[config.mk]
export PLATFORM = sky130hd
export DESIGN_NAME = cruise_sequencer
export DESIGN_NICKNAME = d
export VERILOG_FILES = /design/src/rtl/cc_pkg.sv /design/src/rtl/cc_edge_detect.sv /design/src/rtl/cruise_sequencer.sv
export SDC_FILE = /design/constraint.sdc
export NUM_CORES = 1
export LEC_CHECK = 0
export CAP_MARGIN = 10
export CORE_AREA = 2 2 52 54
export DETAILED_ROUTE_END_ITERATION = 12
export DIE_AREA = 0 0 54 56
export PLACE_DENSITY = 0.75
export SKIP_CTS_REPAIR_TIMING = 1
export SLEW_MARGIN = 25
export SYNTH_ARGS = -nofsm -noshare
export SYNTH_HDL_FRONTEND = slang
export SYNTH_SLANG_ARGS = --single-unit
[constraint.sdc]
create_clock -name clock -period 2.4 [get_ports clock]
set_input_delay 0.48 -clock clock [delete_from_list [all_inputs] [get_ports clock]]
set_output_delay 0.48 -clock clock [all_outputs]
set_load 0.01 [all_outputs]
[src/rtl/cc_pkg.sv]
// Shared definitions for the cruise-control sequencer: FSM states, ALU mode codes
// and the fixed speed step applied by accel/coast.
package cc_pkg;

    typedef enum logic [2:0] {
        OFF         = 3'd0,
        STANDBY     = 3'd1,
        CRUISE      = 3'd2,
        ADJ_ISSUE   = 3'd3,
        ADJ_CAPTURE = 3'd4
    } cc_state_e;

    localparam logic [1:0] MODE_PASS = 2'b00;
    localparam logic [1:0] MODE_CMP  = 2'b01;
    localparam logic [1:0] MODE_ADD  = 2'b10;
    localparam logic [1:0] MODE_SUB  = 2'b11;

    localparam logic [7:0] STEP = 8'd5;

endpackage

[src/rtl/cc_edge_detect.sv]
// Single-cycle pulse on a rising edge of a level input; history clears on reset.
module cc_edge_detect (
    input  logic clock,
    input  logic reset,
    input  logic level_i,
    output logic pulse_o
);

    logic prev_q;

    always_ff @(posedge clock) begin
        if (reset) begin
            prev_q <= 1'b0;
        end else begin
            prev_q <= level_i;
        end
    end

    assign pulse_o = level_i & ~prev_q;

endmodule

[src/rtl/cruise_sequencer.sv]
// Cruise-control sequencer: turns driver buttons into ALU mode sequences, owns the
// desired-speed register and converts ALU compare flags into throttle requests.
module cruise_sequencer
    import cc_pkg::*;
#(
    parameter logic [7:0] MIN_SPEED = 8'd40,
    parameter logic [7:0] MAX_SPEED = 8'd200
) (
    input  logic       clock,
    input  logic       reset,
    input  logic       cruise_on,
    input  logic       set_btn,
    input  logic       resume_btn,
    input  logic       accel_btn,
    input  logic       coast_btn,
    input  logic       cancel_btn,
    input  logic       brake,
    input  logic [7:0] c_speed,
    input  logic [7:0] alu_out_speed,
    input  logic       alu_l,
    input  logic       alu_eq,
    input  logic       alu_g,
    output logic [1:0] alu_mode,
    output logic [7:0] d_speed,
    output logic       target_valid,
    output logic       active,
    output logic       throttle_up,
    output logic       throttle_down
);

    cc_state_e  state_q, state_d;
    logic [7:0] d_speed_q, d_speed_d;
    logic       target_valid_q, target_valid_d;
    logic       cmp_valid_q, cmp_valid_d;
    logic       dir_up_q, dir_up_d;

    logic set_pulse, resume_pulse, accel_pulse, coast_pulse;
    logic stop_req, c_in_range, can_up, can_down, relatch, may_throttle;

    cc_edge_detect u_set_edge    (.clock(clock), .reset(reset), .level_i(set_btn),    .pulse_o(set_pulse));
    cc_edge_detect u_resume_edge (.clock(clock), .reset(reset), .level_i(resume_btn), .pulse_o(resume_pulse));
    cc_edge_detect u_accel_edge  (.clock(clock), .reset(reset), .level_i(accel_btn),  .pulse_o(accel_pulse));
    cc_edge_detect u_coast_edge  (.clock(clock), .reset(reset), .level_i(coast_btn),  .pulse_o(coast_pulse));

    assign stop_req   = brake | cancel_btn;
    assign c_in_range = (c_speed >= MIN_SPEED) && (c_speed <= MAX_SPEED);
    assign can_up     = d_speed_q <= (MAX_SPEED - STEP);
    assign can_down   = d_speed_q >= (MIN_SPEED + STEP);

    // An event that is not allowed to act (e.g. set out of range) falls through to the next one.
    always_comb begin
        state_d        = state_q;
        d_speed_d      = d_speed_q;
        target_valid_d = target_valid_q;
        dir_up_d       = dir_up_q;
        relatch        = 1'b0;
        if (!cruise_on) begin
            state_d        = OFF;
            target_valid_d = 1'b0;
        end else begin
            case (state_q)
                OFF: state_d = STANDBY;
                STANDBY: begin
                    if (stop_req) begin
                        state_d = STANDBY;
                    end else if (set_pulse && c_in_range) begin
                        d_speed_d      = c_speed;
                        target_valid_d = 1'b1;
                        state_d        = CRUISE;
                    end else if (resume_pulse && target_valid_q) begin
                        state_d = CRUISE;
                    end
                end
                CRUISE: begin
                    if (stop_req) begin
                        state_d = STANDBY;
                    end else if (set_pulse && c_in_range) begin
                        d_speed_d = c_speed;
                        relatch   = 1'b1;
                    end else if (accel_pulse && can_up) begin
                        dir_up_d = 1'b1;
                        state_d  = ADJ_ISSUE;
                    end else if (coast_pulse && can_down) begin
                        dir_up_d = 1'b0;
                        state_d  = ADJ_ISSUE;
                    end
                end
                ADJ_ISSUE:   state_d = stop_req ? STANDBY : ADJ_CAPTURE;
                ADJ_CAPTURE: begin
                    d_speed_d = alu_out_speed;
                    state_d   = stop_req ? STANDBY : CRUISE;
                end
                default: state_d = OFF;
            endcase
        end
    end

    // Flags lag the compare mode by a clock, so trust them only after a full steady CRUISE cycle.
    assign cmp_valid_d = (state_q == CRUISE) && (state_d == CRUISE) && !relatch;

    always_ff @(posedge clock) begin
        if (reset) begin
            state_q        <= OFF;
            d_speed_q      <= 8'd0;
            target_valid_q <= 1'b0;
            cmp_valid_q    <= 1'b0;
            dir_up_q       <= 1'b0;
        end else begin
            state_q        <= state_d;
            d_speed_q      <= d_speed_d;
            target_valid_q <= target_valid_d;
            cmp_valid_q    <= cmp_valid_d;
            dir_up_q       <= dir_up_d;
        end
    end

    always_comb begin
        case (state_q)
            CRUISE, ADJ_CAPTURE: alu_mode = MODE_CMP;
            ADJ_ISSUE:           alu_mode = dir_up_q ? MODE_ADD : MODE_SUB;
            default:             alu_mode = MODE_PASS;
        endcase
    end

    assign may_throttle  = (state_q == CRUISE) && cmp_valid_q && !stop_req && !alu_eq;
    assign throttle_up   = may_throttle && alu_l;
    assign throttle_down = may_throttle && alu_g && !alu_l;

    assign d_speed      = d_speed_q;
    assign target_valid = target_valid_q;
    assign active       = (state_q == CRUISE) || (state_q == ADJ_ISSUE) || (state_q == ADJ_CAPTURE);

endmodule

==> summary.txt, run 1 <==
Outcome
  – Outcome: completed

Hold path
  – Worst Hold Class: reg -> reg
  – Beginning of the worst hold path: d_speed[1]
  – WHS Path Cells: 2
  – Hold Path End: d_speed[1]

Critical path
  – Critical Path AT: around 1.6 ns
  – R2R Path End: d_speed[5]
  – Crit path kind: reg -> out
  – Worst Path Required: 1.92 ns
  – Crit-path max FO: 6
  – Worst Setup Start Kind: flip-flop
  – R2R Setup Slk: around 0.8 ns
  – CP startpoint: state_q[2]
  – R2R cell count: 5
  – Reg2reg start: state_q[2]
  – Crit end category: primary output

Synth
  – Syn_nets: ~130
  – Synth Cell Area: 961 um2
  – Synth Warn #: 0
  – Top-count cell post-synth: dfxtp_1
  – Number of synthesized flops with an enable pin: 0
  – Post-Syn Instances: 103
  – Post-synth cell types: 40
  – Primary FF master, synth: dfxtp_1
  – Top cells by area, synth: dfxtp_1 (38%), mux2i_1 (8.3%), a211oi_1 (5.5%), nor2_1 (4.7%), nor2b_1 (4.6%)
  – Mapped Avg Cell Area: 9.33 um2
  – Post-synthesis sequential area ratio: between 30% and 40%
  – Yosys top cell area share: a little under two fifths
  – FF+latch count, synth: 18
  – Top cells by count, synth: dfxtp_1 (18), nor2_1 (12), mux2i_1 (8)
  – FFs w/ async S/R, synth: 0%
  – Top cell type by total area after synthesis: dfxtp_1

Floorplan
  – Standard-cell rows: 18
  – I/O pin count: 42
  – Die H: roughly 56 um
  – Core box area: 2430 um2
  – Die area: approximately 3000 um2
  – Die Wd: about 54 um
  – Starting Density: 39.5%

Global route
  – First-pass GRT wire length: 4.02 mm
  – Gr ovfl total: 0
  – Number of global-route vias before repair: 963
  – Initial antenna violation count: 0
  – Pin count of the biggest net entering global routing: 17
  – All-layer global routing usage: approximately 17%

Pwr
  – VDD IR max: approximately 0.25 mV
  – Power Dens Cells: 398 nW/um2
  – P_sw: 0.135 mW
  – Seq pwr share: between 50% and 60%
  – Clock power frac: 31.4%
  – Power share of the combinational group: 16.6%
  – Total design power: between 0.5 and 0.6 mW
  – Switching part of the total power: 22.8%
  – Int Pwr: 0.458 mW
  – Leak: 0.564 nW

Layout
  – Antenna cells: 0
  – Nets: 181
  – Synthesis-to-finish area growth: 55.1%
  – Layout cell share with drive strength beyond 1: 16.4%

STA
  – Period utilization: 88.3%
  – Worst setup margin: 0.280 ns
  – # setup viols final: 0
  – Max Slew Vio Count: 0
  – Clock Skews: between 0.008 and 0.009 ns
  – Tmin final: about 2.1 ns
  – Worst-Margin Slew: 0.371 ns
  – Worst hold margin: 0.536 ns
  – Final Hold Viols: 0
  – RSZ-0062 raised after global routing: no
  – Slew margin rel.: about three quarters
  – Fmax achieved: 472 MHz

Routing
  – Iter 0 DRT Violations: 14
  – Via count: about 1000
  – DRC errors left: 0
  – Vias/cell: 5.36
  – Post-route ant nets: 0
  – Wirelength per Cell: 13.9 um
  – WL final: 2.52 mm
  – Drt first pass iters: 4

Flow run
  – Max_cap viols: 0

Clock network
  – Longest Clk Path Bufs: 2
  – Clk slew on worst S/H paths: 0.11 ns
  – CTS tree: built
  – Latest clock arrival within the worst-skew pair: 0.29 ns
  – TritonCTS Sinks: 18
  – Total CTS buffers: 3
  – H-tree depth: 1
  – Root Buffer: clkbuf_4

Placement
  – Gpl congestion: 0.878
  – Pre-CTS setup slack: -0.151 ns
  – Hpwl dp: 1.95 mm
  – I/O Buffers: 41
==> area by class of cell <==
| class | count | area (um2) |
|---|---|---|
| Multi-Input combinational cell | 80 | 581 |
| Fill cell | 224 | 942 |
| Tap cell | 30 | 37.5 |
| Timing Repair Buffer | 48 | 468 |
| Inverter | 2 | 7.51 |
| Clock buffer | 4 | 36.3 |
| Sequential cell | 18 | 360 |
==> state kept, by name, indices dropped and copies added, names as in the netlist <==
name and count:
cmp_valid_q 1, d_speed 8, dir_up_q 1, state_q 3, target_valid 1, u_accel_edge.prev_q 1
u_coast_edge.prev_q 1, u_resume_edge.prev_q 1, u_set_edge.prev_q 1
==> stage by stage <==
stage	utilization, %	cell area, um2	instances	setup TNS [ns]
floorplan	-	961	103	0
global placement	59.1	1440	178	-0.0406
detailed placement	59.1	1440	178	-0.271
CTS	60.6	1470	182	-0.278
global route	61.3	1490	182	0
finish	61.3	1490	182	0
==> power groups by stage <==
stage	Sequential, mW	Combinational, mW	Clock, mW
floorplan	0.315	0.0311	0
global placement	0.315	0.0954	0
detailed placement	0.315	0.0972	0
CTS	0.309	0.0982	0.190
global route	0.310	0.106	0.199
finish	0.309	0.0986	0.187
==> layer usage <==
layer | up-vias | track usage [%] | routed length (um)
li1 | 484 | - | -
met1 | 448 | 22.0 | 1070
met2 | 39 | 29.3 | 1250
met3 | 4 | 2.15 | 172
met4 | 0 | 6.43 | 32
met5 | - | 0 | 0
==> cells by family after synthesis <==
family	synth area share (%)
AO/OA/AOI/OAI	22.8
XOR/XNOR	0.912
buffers and inverters	3.78
flip-flops	37.5
multiplexers	8.33
AND/OR/NAND/NOR	26.7
==> how the worst max path moves through the flow <==
| stage | to | cells after the start |
|---|---|---|
| finish | active | 3 |
| global route | active | 3 |
| CTS | throttle_down | 4 |
| detailed placement | throttle_down | 4 |
| global placement | throttle_down | 4 |
| floorplan | d_speed[7] | 6 |
==> cells in the final DEF (no fill, tap or decap), drive strengths merged, types with 2 or more instances in the layout <==
cell / n
buf: 7
inv: 2
nor2: 14
nor3b: 2
dfxtp: 18
nand2: 6
and3: 3
clkbuf: 4
nand3: 3
o21ai: 4
nor4b: 2
a211oi: 9
mux2i: 8
clkdlybuf4s50: 39
nor2b: 7
dlymetal6s2s: 2
and2: 2
==> critical path, stage by stage (launching register included) <==
cell             delay [ns]
dfxtp_1                0.43
nor3b_2                0.26
or2_2                  0.14
clkdlybuf4s50_1        0.52
Power figures use the tool's default switching activity.
==> run 2, diff against run 1 <==
--- a/config.mk
+++ b/config.mk
@@ -6,12 +6,16 @@
 export NUM_CORES = 1
 export LEC_CHECK = 0
 export CAP_MARGIN = 10
-export CORE_AREA = 2 2 52 54
+export CELL_PAD_IN_SITES_DETAIL_PLACEMENT = 1
+export CELL_PAD_IN_SITES_GLOBAL_PLACEMENT = 1
+export CORE_AREA = 2 2 60 62
 export DETAILED_ROUTE_END_ITERATION = 12
-export DIE_AREA = 0 0 54 56
-export PLACE_DENSITY = 0.75
+export DIE_AREA = 0 0 62 64
+export PLACE_DENSITY_LB_ADDON = 0.1
+export SETUP_SLACK_MARGIN = 0.2
 export SKIP_CTS_REPAIR_TIMING = 1
 export SLEW_MARGIN = 25
 export SYNTH_ARGS = -nofsm -noshare
 export SYNTH_HDL_FRONTEND = slang
 export SYNTH_SLANG_ARGS = --single-unit
+export TNS_END_PERCENT = 100
==> run 2 against run 1 <==
Sequential share of layout area shrank 0.46 points. Hold slack better by 0.0031 ns. Register-to-register slack gained 0.02 ns. Via count unchanged. Sequential power about the same. Fmax fell by 2.9%. Wire length rose by 16%. Final area up 3.0%. Clock power rose by 4%. Non-clock buffer count increased by 2. Setup slack got worse by 0.062 ns. Die area is 31% higher. Largest power group unchanged.
==> summary.txt, run 2 (same netlist as run 1, synthesis figures left out) <==
Routing
  – WL met1: 1.25 mm
  – Drt first pass iters: 4
  – Vias/cell: 4.88
  – Routed met3 length: 139 um
  – Wirelength per Cell: 14.7 um
  – Iter 0 DRT Violations: 24
  – Met2 Routed Length: 1.53 mm
  – Post-route ant nets: 0
  – Via count: 975
  – Max layer used: met4
  – WL final: between 2 and 3 mm
  – DRC errors left: 0

Clock network
  – CTS tree: built
  – Root Buffer: clkbuf_4
  – TritonCTS Sinks: 18
  – Latest clock arrival within the worst-skew pair: 0.29 ns
  – Clk slew on worst S/H paths: approximately 0.11 ns
  – Longest Clk Path Bufs: 2
  – Total CTS buffers: 3
  – H-tree depth: 1

Critical path
  – Worst Path Required: between 1.5 and 2 ns
  – CP startpoint: brake
  – CP cell instances: clkdlybuf4s50_1, nor4b_2, buf_4, and4b_1, dlymetal6s2s_1
  – R2R cell count: 5
  – R2R Setup Slk: 0.80 ns
  – Crit-path max cell delay: between 0.4 and 0.5 ns
  – R2R Path End: d_speed[4]
  – Crit-path max FO: 2
  – Critical Path AT: 1.70 ns
  – Reg2reg start: state_q[2]
  – Crit path kind: in -> out
  – Crit end category: primary output
  – Worst Setup Start Kind: input pin
  – Slowest CP cell: clkdlybuf4s50_1

Placement
  – DP Area: ~1500 um2
  – I/O Buffers: 41
  – Gpl congestion: 0.820
  – Hpwl dp: 2.34 mm

Global route
  – Number of global-route vias before repair: 1042
  – Gr ovfl total: 0
  – All-layer global routing usage: between 10% and 20%
  – First-pass GRT wire length: 4.65 mm
  – Initial antenna violation count: 0
  – Pin count of the biggest net entering global routing: 17

Layout
  – Nets: 183
  – Layout cell share with drive strength beyond 1: 19.5%
  – Antenna cells: 0
  – Synthesis-to-finish area growth: 59.8%
  – Fin util: between 40 and 50%
  – Most frequent cells in the layout: clkdlybuf4s50_1 (39), dfxtp_1 (15), nor2_1 (12), buf_4 (9), mux2i_1 (8)
  – Max reg flops: 8
  – Most common cell after layout, fill and taps aside: clkdlybuf4s50_1
  – Fin area: approximately 1500 um2

STA
  – # setup viols final: 0
  – Max Slew Vio Count: 0
  – Slew margin rel.: 73.2%
  – RSZ-0062 raised after global routing: yes
  – Fmax achieved: ~460 MHz
  – Clock Skews: 0.00389 ns
  – Final Hold Viols: 0
  – Worst-Margin Slew: approximately 0.40 ns
  – Tmin final: 2.18 ns
  – Period utilization: 90.9%

Outcome
  – Outcome: completed

Pwr
  – Power Dens Cells: 394 nW/um2
  – VDD IR max: 0.177 mV
  – Leak: 0.574 nW

Floorplan
  – Starting Density: 29.3%
  – Die area: 3970 um2
  – Standard-cell rows: 21
  – Die H: 64 um
  – Die Wd: 62 um
  – Core box area: 3280 um2
  – I/O pin count: between 40 and 50

Hold path
  – WHS Path Cells: 2
  – Worst Hold Class: reg -> reg
  – Beginning of the worst hold path: d_speed[1]
  – Hold Path End: d_speed[1]

Flow run
  – Max_cap viols: 0
==> run 2: cell count changes in the layout (fill, tap and decap cells not counted) <==
cell and change:
dfxtp_1 -3, dfxtp_2 +3, buf_4 +2, nor3b_2 -1, nor3b_4 +1
==> run 2: cell type report <==
cell class | instances | area [um2]
fill | 385 | 1750
multi-input combinational | 80 | 587
timing repair buffer | 50 | 483
sequential | 18 | 364
tap | 46 | 57.6
clock buffer | 4 | 36.3
inverter | 2 | 7.51
==> run 2: worst max-delay path: cells and delay by family <==
kind / cells / cell delay (ns)
buffers and inverters: 3 / 0.75
and+or+nand+nor: 2 / 0.47
==> run 2: how the worst max path moves through the flow <==
stage,depth (start not counted),end
after floorplan,6,d_speed[7]
after global placement,4,throttle_down
after detailed placement,4,throttle_down
after CTS,4,throttle_down
after global routing,5,throttle_down
final,5,throttle_down
==> run 2: power breakdown <==
part           internal, mW  leakage (nW)  switching [mW]  total [mW]
Sequential            0.305         0.148         0.00479       0.309
Clock                0.0924        0.0210           0.102       0.195
Combinational        0.0627         0.405          0.0383       0.101
Total                 0.460         0.574           0.145       0.605
==> run 2: routing by layer <==
layer / track usage [%] / up-vias
li1: - / 482
met1: 18.3 / 462
met2: 28.5 / 29
met3: 3.24 / 2
met4: 3.99 / 0
met5: 0 / -
==> run 2: stage by stage <==
stage          TNS [ns]  hold WS [ns]  power [mW]  instances  worst slack, ns
3_5_place_dp     -0.314         0.525       0.417        195           -0.182
5_1_grt               0         0.568       0.640        200            0.144
3_3_place_gp     -0.132         0.517       0.415        195          -0.0816
2_1_floorplan         0         0.524       0.346        103            0.591
4_1_cts          -0.312         0.545       0.613        199           -0.180
6_report              0         0.539       0.605        200            0.218
==> run 3, diff against run 2 <==
--- a/config.mk
+++ b/config.mk
@@ -11,6 +11,7 @@
 export CORE_AREA = 2 2 60 62
 export DETAILED_ROUTE_END_ITERATION = 12
 export DIE_AREA = 0 0 62 64
+export MAX_ROUTING_LAYER = met4
 export PLACE_DENSITY_LB_ADDON = 0.1
 export SETUP_SLACK_MARGIN = 0.2
 export SKIP_CTS_REPAIR_TIMING = 1
==> run 3 against run 2 <==
Critical endpoint unchanged. Combinational power is essentially flat. Largest power group unchanged. Sequential share of layout area unchanged. Sequential power barely moved. Clock skew hardly changed. Final area did not move. Total power hardly changed.
==> summary.txt, run 3 (same netlist as run 1, synthesis figures left out) <==
Placement
  – Pre-CTS setup slack: -0.182 ns
  – I/O Buffers: 41
  – DP Area: 1470 um2
  – Hpwl dp: 2.34 mm
  – Cells after DPL: 195
  – Gpl congestion: approximately 0.83

Global route
  – All-layer global routing usage: 16.3%
  – Initial antenna violation count: 0
  – Pin count of the biggest net entering global routing: 17
  – Number of global-route vias before repair: 1042
  – Gr ovfl total: 0
  – First-pass GRT wire length: 4.65 mm

STA
  – Period utilization: 90.9%
  – Worst setup margin: 0.218 ns
  – Total Neg Setup Slack: 0 ns
  – Worst-Margin Slew: 0.399 ns
  – Fmax achieved: 458 MHz
  – Worst hold margin: 0.539 ns
  – Max Slew Vio Count: 0
  – Final Hold Viols: 0
  – Tmin final: approximately 2.2 ns
  – # setup viols final: 0
  – Clock Skews: 0.00390 ns
  – Slew margin rel.: 73.2%
  – RSZ-0062 raised after global routing: yes

Outcome
  – Outcome: completed

Routing
  – DRC errors left: 0
  – Drt first pass iters: 4
  – Wirelength per Cell: 14.7 um
  – Vias/cell: 4.88
  – Iter 0 DRT Violations: 24
  – Post-route ant nets: 0
  – Via count: 975
  – WL final: 2.93 mm

Layout
  – Post-Layout Cell Count: 200
  – Nets: 183
  – Most common cell after layout, fill and taps aside: clkdlybuf4s50_1
  – Layout cell share with drive strength beyond 1: 19.5%
  – Fin area: between 1500 and 2000 um2
  – Most frequent cells in the layout: clkdlybuf4s50_1 (39), dfxtp_1 (15), nor2_1 (12), buf_4 (9), mux2i_1 (8)
  – Synthesis-to-finish area growth: 59.8%
  – Max reg flops: 8
  – Fillers: 385
  – Antenna cells: 0
  – Fin util: a little under half

Critical path
  – Reg2reg start: state_q[2]
  – CP cell instances: clkdlybuf4s50_1, nor4b_2, buf_4, and4b_1, dlymetal6s2s_1
  – Worst Path Required: 1.92 ns
  – Critical Path AT: 1.70 ns
  – Crit path kind: in -> out
  – Worst Setup Start Kind: input pin
  – Worst path bufs/invs: 3
  – WP depth: 5
  – CP startpoint: brake
  – Crit-path max cell delay: approximately 0.44 ns
  – Crit-path max FO: 2
  – Slowest CP cell: clkdlybuf4s50_1
  – Worst path top cell family by delay: buffers and inverters
  – R2R cell count: 5
  – Crit end category: primary output

Floorplan
  – Die H: 64 um
  – Die area: 3970 um2
  – Standard-cell rows: 21
  – Die Wd: about 62 um
  – I/O pin count: between 40 and 50
  – Core box area: 3280 um2
  – Starting Density: 29.3%

Hold path
  – Beginning of the worst hold path: d_speed[1]
  – WHS Path Cells: 2
  – Worst Hold Class: reg -> reg

Clock network
  – Root Buffer: clkbuf_4
  – H-tree depth: 1
  – TritonCTS Sinks: 18
  – CTS tree: built
  – Clk slew on worst S/H paths: around 0.11 ns
  – Total CTS buffers: 3
  – Longest Clk Path Bufs: 2
  – Latest clock arrival within the worst-skew pair: 0.29 ns

Pwr
  – Leak: 0.574 nW
  – VDD IR max: 0.177 mV
  – Total design power: 0.605 mW
  – Power Dens Cells: just under 400 nW/um2

Flow run
  – Max_cap viols: 0
-- run 3: cell counts in the layout (fill, tap and decap cells not counted) --
No cell type changed its count.
-- run 3: worst paths after layout --
kind	endpoint	slack (ns)
setup / recovery	throttle_down	0.22
hold / removal	d_speed[1]	0.54
setup reg to reg	d_speed[4]	0.80
hold reg to reg	d_speed[1]	0.54
-- run 3: area by class of cell --
class | instances | area [um2] | share of cell area [%]
clock buffers | 4 | 36.3 | 2.36
flip-flops and latches | 18 | 364 | 23.7
repair buffers | 50 | 483 | 31.5
inverters | 2 | 7.51 | 0.489
multi-input cells | 80 | 587 | 38.2
well taps | 46 | 57.6 | 3.75
-- run 3: power breakdown --
| part | internal [mW] | switching (mW) | leakage (nW) | total, mW |
|---|---|---|---|---|
| Sequential | 0.305 | 0.00479 | 0.148 | 0.309 |
| Clock | 0.0924 | 0.102 | 0.0210 | 0.195 |
| Combinational | 0.0627 | 0.0383 | 0.405 | 0.101 |
| Total | 0.460 | 0.145 | 0.574 | 0.605 |
-- run 3: worst reg2reg max path: stages (launching register included) --
cell	delay, ns
dfxtp_2	0.37
nor4b_1	0.29
and3_1	0.23
a32o_4	0.33
nor2_1	0.07
a211oi_1	0.23
-- run 3: layer usage --
layer	up-vias	wire, um	global-route usage, %
met5	-	0	-
met4	0	18	3.99
met3	2	131	3.04
met2	29	1530	28.5
met1	462	1260	18.5
li1	482	-	-
